$ cat config.mk
export PLATFORM = sky130hd
export DESIGN_NAME = i2s_tx_fifo
export DESIGN_NICKNAME = d
export VERILOG_FILES = /design/src/rtl/i2s_tx_fifo.sv
export SDC_FILE = /design/constraint.sdc
export NUM_CORES = 1
export LEC_CHECK = 0
export ABC_AREA = 1
export CORE_ASPECT_RATIO = 1.4
export CORE_UTILIZATION = 64
export CTS_CLUSTER_SIZE = 24
export DETAILED_ROUTE_END_ITERATION = 8
export PLACE_DENSITY_LB_ADDON = 0.3
export SYNTH_ARGS = -nofsm -noshare
export SYNTH_HDL_FRONTEND = slang
export SYNTH_SLANG_ARGS = --single-unit
$ cat constraint.sdc
create_clock -name clk -period 5.6 [get_ports clk]
set_input_delay 0.84 -clock clk [delete_from_list [all_inputs] [get_ports clk]]
set_output_delay 0.84 -clock clk [all_outputs]
set_load 0.02 [all_outputs]
$ cat src/rtl/i2s_tx_fifo.sv
// Stereo I2S / left-justified serial transmitter fed by a small stereo sample FIFO.
// Optional macro I2S_TX_HOLD_ON_UNDERFLOW_EN repeats the last pair on underflow instead of zeros.
module i2s_tx_fifo #(
    parameter int unsigned SAMPLE_W   = 16,
    parameter int unsigned SLOT_W     = 32,
    parameter int unsigned CLK_DIV    = 16,
    parameter int unsigned FIFO_DEPTH = 4,
    parameter int unsigned JUSTIFY    = 0
) (
    input  logic                          clk,
    input  logic                          reset_n,
    input  logic [SAMPLE_W-1:0]           sample_l_i,
    input  logic [SAMPLE_W-1:0]           sample_r_i,
    input  logic                          in_valid_i,
    output logic                          in_ready_o,
    input  logic                          enable_i,
    output logic                          bclk_o,
    output logic                          lrclk_o,
    output logic                          sdata_o,
    output logic                          underflow_o,
    output logic [$clog2(FIFO_DEPTH):0]   fifo_level_o
);

    localparam int unsigned D    = (JUSTIFY == 0) ? 1 : 0;
    localparam int unsigned DivW = (CLK_DIV > 1) ? $clog2(CLK_DIV) : 1;
    localparam int unsigned CntW = $clog2(2 * SLOT_W);
    localparam int unsigned PtrW = $clog2(FIFO_DEPTH);
    localparam int unsigned LvlW = PtrW + 1;

    localparam logic [DivW-1:0]     DivLast = DivW'(CLK_DIV - 1);
    localparam logic [CntW-1:0]     BitLast = CntW'(2 * SLOT_W - 1);
    localparam logic [CntW-1:0]     SlotK   = CntW'(SLOT_W);
    localparam logic [CntW-1:0]     DK      = CntW'(D);
    localparam logic [CntW-1:0]     SampK   = CntW'(SAMPLE_W);
    localparam logic [LvlW-1:0]     LvlFull = LvlW'(FIFO_DEPTH);
    localparam logic [SAMPLE_W-1:0] MsbOne  = SAMPLE_W'(1) << (SAMPLE_W - 1);

    if (SAMPLE_W + D > SLOT_W) begin : g_bad_width
        $fatal(1, "i2s_tx_fifo: SAMPLE_W plus I2S delay bit exceeds SLOT_W");
    end
    if (CLK_DIV < 1) begin : g_bad_div
        $fatal(1, "i2s_tx_fifo: CLK_DIV must be >= 1");
    end
    if (FIFO_DEPTH < 2 || (FIFO_DEPTH & (FIFO_DEPTH - 1)) != 0) begin : g_bad_depth
        $fatal(1, "i2s_tx_fifo: FIFO_DEPTH must be a power of 2, >= 2");
    end

    logic [2*SAMPLE_W-1:0] mem_q [FIFO_DEPTH];
    logic [PtrW-1:0]       wr_ptr_q, rd_ptr_q;
    logic [LvlW-1:0]       level_q;
    logic                  full, empty, push, pop;

    logic [DivW-1:0]       div_cnt_q;
    logic [CntW-1:0]       bit_cnt_q;
    logic                  bclk_q, lrclk_q, sdata_q, uf_q;
    logic [2*SAMPLE_W-1:0] frame_q, frame_d;

    logic                  tick, fall, frame_start, is_r, bit_d;
    logic [CntW-1:0]       k, s, p;
    logic [SAMPLE_W-1:0]   chan;

    always_comb begin
        full        = (level_q == LvlFull);
        empty       = (level_q == '0);
        tick        = enable_i && (div_cnt_q == DivLast);
        fall        = tick && bclk_q;
        k           = (bit_cnt_q == BitLast) ? '0 : bit_cnt_q + 1'b1;
        frame_start = fall && (k == '0);
        push        = in_valid_i && !full;
        pop         = frame_start && !empty;

        frame_d = frame_q;
        if (frame_start) begin
            if (!empty) begin
                frame_d = mem_q[rd_ptr_q];
            end else begin
`ifdef I2S_TX_HOLD_ON_UNDERFLOW_EN
                frame_d = frame_q;
`else
                frame_d = '0;
`endif
            end
        end

        // Map the bit index being entered onto a sample bit or a padding zero.
        is_r  = (k >= SlotK);
        s     = is_r ? k - SlotK : k;
        p     = s - DK;
        chan  = is_r ? frame_d[SAMPLE_W-1:0] : frame_d[2*SAMPLE_W-1:SAMPLE_W];
        bit_d = (s >= DK) && (p < SampK) && (|(chan & (MsbOne >> p)));
    end

    always_ff @(posedge clk) begin
        if (push) begin
            mem_q[wr_ptr_q] <= {sample_l_i, sample_r_i};
        end
    end

    always_ff @(posedge clk) begin
        if (!reset_n) begin
            wr_ptr_q <= '0;
            rd_ptr_q <= '0;
            level_q  <= '0;
        end else begin
            if (push) wr_ptr_q <= wr_ptr_q + 1'b1;
            if (pop)  rd_ptr_q <= rd_ptr_q + 1'b1;
            unique case ({push, pop})
                2'b10:   level_q <= level_q + 1'b1;
                2'b01:   level_q <= level_q - 1'b1;
                default: level_q <= level_q;
            endcase
        end
    end

    always_ff @(posedge clk) begin
        if (!reset_n) begin
            div_cnt_q <= '0;
            bit_cnt_q <= BitLast;
            bclk_q    <= 1'b0;
            lrclk_q   <= 1'b0;
            sdata_q   <= 1'b0;
            uf_q      <= 1'b0;
            frame_q   <= '0;
        end else begin
            uf_q <= frame_start && empty;
            if (!enable_i) begin
                div_cnt_q <= '0;
                bit_cnt_q <= BitLast;
                bclk_q    <= 1'b0;
                lrclk_q   <= 1'b0;
                sdata_q   <= 1'b0;
            end else begin
                div_cnt_q <= tick ? '0 : div_cnt_q + 1'b1;
                if (tick) bclk_q <= !bclk_q;
                if (fall) begin
                    bit_cnt_q <= k;
                    lrclk_q   <= is_r;
                    sdata_q   <= bit_d;
                    frame_q   <= frame_d;
                end
            end
        end
    end

    assign in_ready_o   = !full;
    assign bclk_o       = bclk_q;
    assign lrclk_o      = lrclk_q;
    assign sdata_o      = sdata_q;
    assign underflow_o  = uf_q;
    assign fifo_level_o = level_q;

endmodule

==> results of run 1 <==
## critical path, cell delays in order
cell and delay, ns:
clkdlybuf4s50_1 0.48, nand2_1 0.10, nor3_4 0.11, buf_4 0.36, nand2_1 0.16, nor2_4 0.12
nand3_4 0.31, nor2_1 0.37, ha_1 0.20, inv_1 0.07, fa_1 0.38, a21oi_1 0.14
o21ai_0 0.11, o21ai_0 0.15, a21oi_1 0.07
## registers in the layout, indices dropped and copies added (netlist names), named ones only
| name | flops |
|---|---|
| mem_q | 128 |
| frame_q | 32 |
| bit_cnt_q | 6 |
| div_cnt_q | 4 |
| fifo_level_o | 3 |
| rd_ptr_q | 2 |
| wr_ptr_q | 2 |
| bclk_o | 1 |
| lrclk_o | 1 |
| sdata_o | 1 |
| underflow_o | 1 |
## metrics by stage
step	hold WS [ns]	total power (W)	worst slack, ns
2_1_floorplan	0.418	0.00160	2.78
3_3_place_gp	0.433	0.00167	1.62
3_5_place_dp	0.444	0.00168	1.50
4_1_cts	0.461	0.00282	1.93
5_1_grt	0.480	0.00289	1.66
6_report	0.461	0.00281	1.90
## power groups by stage
stage               clock (W)  combinational, W  sequential, W
floorplan                   0         0.0000665        0.00154
global placement            0          0.000133        0.00153
detailed placement          0          0.000139        0.00154
CTS                   0.00117          0.000141        0.00151
global route          0.00123          0.000155        0.00151
finish                0.00117          0.000139        0.00151
## metal layers
metal  track usage (%)  share of wire, %  vias to the layer above
met3              6.78               5.6                       40
met5                 0                 0                        -
met4              16.2               4.1                        0
met2              48.3                52                      221
met1              33.6                38                     2680
li1                  -                 -                     2802
## cell families (layout without fill, tap and decap cells)
group           Yosys count  count (layout)
compound gates          112             112
buf+inv                  81             128
simple gates            412             412
xor+xnor                  2               2
flops                   183             183
fa+ha+maj                10              10
## cells in the final DEF (no fill, tap or decap), types with 4 or more instances in the layout
cell type | Yosys | final
o22ai_1 | 4 | 4
inv_1 | 40 | 40
edfxtp_1 | 128 | 128
a22oi_1 | 5 | 5
ha_1 | 9 | 9
a211oi_1 | 6 | 6
inv_8 | 0 | 4
nor3_1 | 9 | 8
nor2_1 | 89 | 85
clkdlybuf4s50_1 | 0 | 43
buf_4 | 2 | 9
nor2_2 | 1 | 5
nand2_1 | 189 | 189
inv_6 | 0 | 6
a21oi_1 | 63 | 63
o21ai_0 | 30 | 30
or2_2 | 7 | 7
nand2_2 | 4 | 4
dfxtp_1 | 55 | 54
nand3_1 | 101 | 101
clkbuf_16 | 0 | 17
## layout make-up
class	count	share of cell area [%]
clock inverter	15	1.71
tap	147	2.06
inverter	44	1.85
multi-input combinational	536	28.8
clock buffer	17	4.76
sequential	183	55.3
timing repair buffer	52	5.57
## path summary, 6_finish.rpt
check	from	endpoint	slack [ns]
max	enable_i	fifo_level_o[2]$_SDFFE_PN0P_	1.90
min	lrclk_o$_SDFFE_PN0P_	lrclk_o$_SDFFE_PN0P_	0.46
max reg2reg	bit_cnt_q[1]$_SDFFE_PN1P_	fifo_level_o[2]$_SDFFE_PN0P_	2.11
min reg2reg	lrclk_o$_SDFFE_PN0P_	lrclk_o$_SDFFE_PN0P_	0.46
==> flow_summary.ini, run 1 <==
[finish]
syn_to_final_growth_pct = 14.3
final_nets = 880
instances_no_fill = 994
regArea_sq_mm = 0.00495
num_antenna_cells = 0
multi_input_area_sq_mm = 0.00257
finalCoreUtilization_pct = 75.3
stdcell_area_sq_mm = 0.00894
fillers = 816
drive_gt1_share_pct = 8.15

[clock_tree]
cts-buffers-inserted = 17
clock_sinks = 183
cts_tree = built
holdBufCountCts = 0
h-tree-depth = 4
cts.repair.resized = 0
cts_setup_buffers = 0
clk_path_buf_depth = 2
root_buffer = clkbuf_16
clk_latency_ns = 0.43
clkTransAtPathRegs_ns = 0.07

[power]
leakagePower_nw = 3.47
peakVddDrop_uv = 246
p_seq_share_pct = 53.6
p_switching_w = 0.000637
p_int_w = 0.00218
combinationalPowerShare_pct = 5.0
switching_share_pct = 22.6
pwr-share-clk_pct = 41.4
powerDensity_mw_per_mm2 = 314

[global_route]
grt_max_degree = 65
grt_first_pass_wirelength_um = 27400
grt_usage_pct = 28.9
antenna_found_initial = 0
gr-total-overflow = 0
grt_pass1_vias = 5882

[placement]
placedCellCount = 962
gp_congestion = 0.918
place_area_sq_mm = 0.00837
dp_hpwl_um = 10300
io_buffers = 43

[logic_synthesis]
synth.most_common_cell = nand2_1
ys_ff_latch = 183
synth.avg_cell_area_sq_um = 9.78
synth.area.top_cells = edfxtp_1, dfxtp_1, nand2_1, nand3_1, nor2_1
synthSimpleGateAreaFrac_pct = 22.9
synthCells = 800
synth-async-reset-ratio_pct = 0
synth_fa_ha_area_share_pct = 1.70
synth_top_family_by_area = simple AND/OR/NAND/NOR gates
synth.mux.area_fraction_pct = 0
synth_edf_count = 128
ys_types = 37
yosys_warnings = 0
synthFlopType = edfxtp_1
synthesis.nets = 846
synth-compound-area-share_pct = 7.71
synth_top_cell_by_area = edfxtp_1
syn_area_sq_mm = 0.00782
synth_commonest_cells = nand2_1, edfxtp_1, nand3_1
synth-xor-area-share_pct = 0.320
yosysSeqAreaShare_pct = 63.2
synth_top_area_share_pct = 49.1

[timing]
final.setup_skew_ns = 0.0109
hold_violations = 0
timing.fmax_ghz = 0.270
rsz0062_at_grt = no
tightest_slew_ns = 1.30
drv_slew = 0
fin_setup_tns_ns = 0
finalSetupViolCount = 0
fin_crit_sh_pct = 66.2
fin_crit_ns = 3.70
slew_headroom_pct = 13.6

[route]
viasPerCell = 5.78
post_drt_wl_per_cell_um = 16.9
routed_wl_um = 16800
dr.pass1.iters = 5
drt.antenna.violating_nets = 0
drc_errors = 0
dr.first_iter.drc_count = 545
via_count = 5743

[floorplanning]
die_y_um = 133
ios = 44
dieArea_sq_mm = 0.0127
fp.dieW_um = 95.4
initial_utilization_pct = 65.9
rows = 47
coreArea_sq_mm = 0.0119

[worst_setup_path]
cp_max_fo = 35
critPathKind = input port to flip-flop
endpoint_kind = flip-flop
startpoint_type = input port
crit_arrival_ns = 4.01
rr_worst_depth = 14
cp.required_ns = 5.91

[run]
cap_violations = 0

[hold_path]
hold_path_depth = 2
hold_path_class = flip-flop to flip-flop

[run_status]
outcome = complete, no violations
Note: power is estimated with default switching activity, not from simulation.
==> run 2: changes to the inputs <==
--- a/config.mk
+++ b/config.mk
@@ -7,7 +7,7 @@
 export LEC_CHECK = 0
 export ABC_AREA = 1
 export CORE_ASPECT_RATIO = 1.4
-export CORE_UTILIZATION = 64
+export CORE_UTILIZATION = 54
 export CTS_CLUSTER_SIZE = 24
 export DETAILED_ROUTE_END_ITERATION = 8
 export PLACE_DENSITY_LB_ADDON = 0.3
==> constraint.sdc (replaced) <==
create_clock -name clk -period 3.2 [get_ports clk]
set_input_delay 0.48 -clock clk [delete_from_list [all_inputs] [get_ports clk]]
set_output_delay 0.48 -clock clk [all_outputs]
set_load 0.02 [all_outputs]
==> run 2 against run 1 <==
Effect of this change: global-route usage decreased by 5.3 points; routed wire length is 1.5% lower; cell count is 4.7% higher; clock-buffer cell count grew 1; non-clock buffer count rose by 9; hold slack got worse by 0.0075 ns; core utilization is 11 points lower; largest power group unchanged.
==> flow_summary.ini, run 2 (same netlist as run 1, synthesis figures left out) <==
[run_status]
outcome = complete, no violations

[finish]
largestRegisters = mem_q x128, frame_q x32, bit_cnt_q x6
layout_commonest_cell = nand2_1
stdcell_area_sq_mm = 0.00906
drive_gt1_share_pct = 9.23
fillers = 1130
top_register = mem_q
final_cell_mix = nand2_1, edfxtp_1, nand3_1
num_antenna_cells = 0
largest_reg_flops = 128
final_nets = 889
syn_to_final_growth_pct = 15.8

[power]
combinationalPowerShare_pct = 5.0
switching_share_pct = 22.8
p_seq_share_pct = 54.5
p_switching_w = 0.00110
pwr-share-clk_pct = 40.5
peakVddDrop_uv = 371
p_int_w = 0.00373
total_power_w = 0.00483
leakagePower_nw = 3.50
powerDensity_mw_per_mm2 = 534

[timing]
rsz0062_at_grt = no
fin_setup_tns_ns = 0
holdWs_ns = 0.453
setup_slack_ns = 0.479
hold_violations = 0
slew_headroom_pct = 62.8
fin_crit_sh_pct = 85.0
final.setup_skew_ns = 0.00937
finalSetupViolCount = 0
timing.fmax_ghz = 0.368
drv_slew = 0
fin_crit_ns = 2.72
tightest_slew_ns = 0.559

[placement]
gp_congestion = 0.858
place_area_sq_mm = 0.00849
pre_cts_ws_ns = 0.352
dp_hpwl_um = 10600
io_buffers = 43

[floorplanning]
fp.dieW_um = 104
dieArea_sq_mm = 0.0150
rows = 51
coreArea_sq_mm = 0.0140
die_y_um = 144
initial_utilization_pct = 55.7
ios = 44

[worst_setup_path]
critPathMaxStageDelay_ns = 0.41
cpLargestDelayFamily = simple AND/OR/NAND/NOR gates
cp.required_ns = 3.51
crit_arrival_ns = 3.03
critical-path-slowest-cell = dfxtp_1
startpoint_type = flip-flop
cp_max_fo = 9
crit_buf_inv = 1
crit_chain = ha_1 > nand2_2 > nor2_1 > nand2_2 > nand3_2 > nand3_4 > nor2_1 > ha_1 > inv_1 > fa_1 > a21oi_1 > o21ai_0 > o21ai_0 > a21oi_1
endpoint_kind = flip-flop
critPathKind = flip-flop to flip-flop

[clock_tree]
clk_latency_ns = 0.42
cts_setup_buffers = 0
clkTransAtPathRegs_ns = 0.07
clk_path_buf_depth = 2
cts-buffers-inserted = 17
h-tree-depth = 4
root_buffer = clkbuf_16
holdBufCountCts = 0
clock_sinks = 183
cts.repair.resized = 0
cts_tree = built

[route]
drc_errors = 0
dr.pass1.iters = 5
drt.antenna.violating_nets = 0
via_count = 5676
post_drt_wl_per_cell_um = 15.9
routed_wl_um = 16600
dr.first_iter.drc_count = 434
viasPerCell = 5.45

[global_route]
grt_pass1_vias = 5799
grt_usage_pct = 23.6
antenna_found_initial = 0
gr-total-overflow = 0
grt_max_degree = 35
grt_first_pass_wirelength_um = 27500

[run]
cap_violations = 0

[hold_path]
hold_path_class = flip-flop to flip-flop
run 2: cell count changes in the layout (fill, tap and decap cells not counted), moves of 2 or more:
cell,change
buf_4,+8
inv_6,-4
clkinv_1,-2
clkinv_4,+2
clkinvlp_4,+2
run 2: worst paths after layout:
path | cells past startpoint | slack [ns] | endpoint | start
hold reg to reg | 1 | 0.45 | div_cnt_q[0]$_SDFF_PP0_ | div_cnt_q[0]$_SDFF_PP0_
setup reg to reg | 14 | 0.48 | fifo_level_o[2]$_SDFFE_PN0P_ | bit_cnt_q[0]$_SDFFE_PN1P_
setup / recovery | 14 | 0.48 | fifo_level_o[2]$_SDFFE_PN0P_ | bit_cnt_q[0]$_SDFFE_PN1P_
hold / removal | 1 | 0.45 | div_cnt_q[0]$_SDFF_PP0_ | div_cnt_q[0]$_SDFF_PP0_
run 2: layer usage:
metal  up-vias  part of all wire, %  global-route usage (%)
met2       118                   53                    43.0
met1      2703                   41                    27.2
met5         -                    0                       0
met3        32                  3.2                    4.91
met4         0                  2.7                    9.85
li1       2823                    -                       -
run 2: metrics by stage:
step                util [%]  instances
CTS                     64.5       1041
floorplan                  -        800
global placement        60.5       1009
detailed placement      60.5       1009
finish                  64.5       1041
global route            64.5       1041
run 2: power by group through the flow:
stage                     Combinational (W)  Sequential (W)  Clock [W]
after global placement             0.000229         0.00269          0
after detailed placement           0.000242         0.00269          0
final                              0.000240         0.00264    0.00196
after global routing               0.000268         0.00264    0.00209
after floorplan                    0.000116         0.00269          0
after CTS                          0.000245         0.00264    0.00199
run 2: area by class of cell:
| cell class | instances | area, sq um | share of cell area [%] |
|---|---|---|---|
| flip-flops and latches | 183 | 4950 | 54.6 |
| multi-input cells | 536 | 2570 | 28.4 |
| clock buffers | 18 | 429 | 4.74 |
| well taps | 185 | 231 | 2.56 |
| repair buffers | 61 | 578 | 6.38 |
| inverters | 44 | 165 | 1.82 |
| clock inverters | 14 | 134 | 1.48 |
==> run 3: changes to the inputs <==
--- a/config.mk
+++ b/config.mk
@@ -6,7 +6,6 @@
 export NUM_CORES = 1
 export LEC_CHECK = 0
 export ABC_AREA = 1
-export CORE_ASPECT_RATIO = 1.4
 export CORE_UTILIZATION = 54
 export CTS_CLUSTER_SIZE = 24
 export DETAILED_ROUTE_END_ITERATION = 8
==> run 3 against run 2 <==
Effect of this change: clock-buffer cell count rose by 2; via count rose by 0.58%; largest cell class unchanged; sequential share of layout area rose by 0.053 points; largest power group unchanged; cell count fell by 0.58%; clock skew barely moved.
==> flow_summary.ini, run 3 (same netlist as run 1, synthesis figures left out) <==
[timing]
hold_violations = 0
fin_crit_sh_pct = 83.7
setup_slack_ns = 0.522
fin_setup_tns_ns = 0
final.setup_skew_ns = 0.00940
holdWs_ns = 0.456
tightest_slew_ns = 0.687
drv_slew = 0
finalSetupViolCount = 0
timing.fmax_ghz = 0.373
fin_crit_ns = 2.68
rsz0062_at_grt = no
slew_headroom_pct = 54.2

[global_route]
antenna_found_initial = 0
gr-total-overflow = 0
grt_first_pass_wirelength_um = 26500
grt_max_degree = 65
grt_usage_pct = 23.6
grt_pass1_vias = 5408

[route]
post_drt_wl_per_cell_um = 16.0
via_count = 5709
viasPerCell = 5.52
drc_errors = 0
wl_met3_um = 587
highest_layer = met4
drt-met1-wl_um = 7230
dr.first_iter.drc_count = 354
dr.pass1.iters = 5
drt.antenna.violating_nets = 0
wl_met2_um = 8470
routed_wl_um = 16600

[finish]
syn_to_final_growth_pct = 15.6
multi_input_area_sq_mm = 0.00257
final_cell_mix = nand2_1, edfxtp_1, nand3_1
final_nets = 888
largest_reg_flops = 128
fillers = 1124
regArea_sq_mm = 0.00495
layout_commonest_cell = nand2_1
instances_no_fill = 1035
drive_gt1_share_pct = 9.01
largestRegisters = mem_q x128, frame_q x32, bit_cnt_q x6
num_antenna_cells = 0
finalCoreUtilization_pct = 64.7
top_register = mem_q

[clock_tree]
cts-buffers-inserted = 17
root_buffer = clkbuf_16
holdBufCountCts = 0
clkTransAtPathRegs_ns = 0.07
clk_latency_ns = 0.43
clock_sinks = 183
cts_setup_buffers = 0
cts.repair.resized = 0
h-tree-depth = 4
cts_tree = built
clk_path_buf_depth = 2

[placement]
placedCellCount = 1003
pre_cts_ws_ns = 0.385
io_buffers = 43
dp_hpwl_um = 10300
gp_congestion = 0.910

[worst_setup_path]
crit_arrival_ns = 2.99
cp_max_fo = 6
critPathKind = flip-flop to flip-flop
rr_worst_depth = 16
endpoint_kind = flip-flop
startpoint_type = flip-flop
cp.required_ns = 3.52

[floorplanning]
die_y_um = 122
initial_utilization_pct = 55.9
coreArea_sq_mm = 0.0140
dieArea_sq_mm = 0.0150
ios = 44
fp.dieW_um = 122
rows = 43

[run]
cap_violations = 0

[run_status]
outcome = complete, no violations

[power]
peakVddDrop_uv = 338
leakagePower_nw = 3.52
powerDensity_mw_per_mm2 = 535

[hold_path]
hold_path_class = flip-flop to flip-flop
hold_path_depth = 1
[run 3: changes by cell type in the layout (fill, tap and decap cells not counted), moves of 2 or more]
cell        delta
clkinvlp_4     -2
clkinv_4       -3
clkbuf_8       +2
inv_8          -4
buf_4          -2
clkinv_2       +4
[run 3: routing by layer]
metal,GRT usage [%],vias to the layer above
met5,0,-
met2,40.7,107
met3,3.86,22
met4,9.76,0
met1,29.4,2753
li1,-,2827
[run 3: worst max-delay path: stages, from the launching register on]
cell,delay [ns]
dfxtp_1,0.42
ha_1,0.21
nand2_2,0.11
nor2_2,0.14
inv_2,0.05
nand2_2,0.15
inv_2,0.08
nor2_4,0.12
nand3_4,0.06
nor2_1,0.14
ha_1,0.16
inv_1,0.07
fa_1,0.38
a21oi_1,0.14
o21ai_0,0.11
o21ai_0,0.16
a21oi_1,0.06
[run 3: cell type report]
type | instances | area share (%)
clock inverter | 12 | 1.09
clock buffer | 20 | 5.05
multi-input combinational | 536 | 28.4
tap | 180 | 2.49
inverter | 44 | 1.83
timing repair buffer | 60 | 6.44
sequential | 183 | 54.7
[run 3: final timing paths]
path	start	to	slack, ns
worst max-delay path	bit_cnt_q[0]$_SDFFE_PN1P_	fifo_level_o[2]$_SDFFE_PN0P_	0.52
worst min-delay path	div_cnt_q[0]$_SDFF_PP0_	div_cnt_q[0]$_SDFF_PP0_	0.46
worst max register to register	bit_cnt_q[0]$_SDFFE_PN1P_	fifo_level_o[2]$_SDFFE_PN0P_	0.52
worst min register to register	div_cnt_q[0]$_SDFF_PP0_	div_cnt_q[0]$_SDFF_PP0_	0.46
[run 3: where the power goes]
part           internal, W  switching, W
Clock              0.00111      0.000849
Sequential         0.00262     0.0000203
Combinational    0.0000894      0.000155
Total              0.00382       0.00102
[run 3: stage by stage]
stage / instance area [sq um] / power [W]
global placement: 8490 / 0.00292
finish: 9050 / 0.00484
CTS: 9050 / 0.00487
global route: 9050 / 0.00499
floorplan: 7820 / 0.00281
detailed placement: 8490 / 0.00293
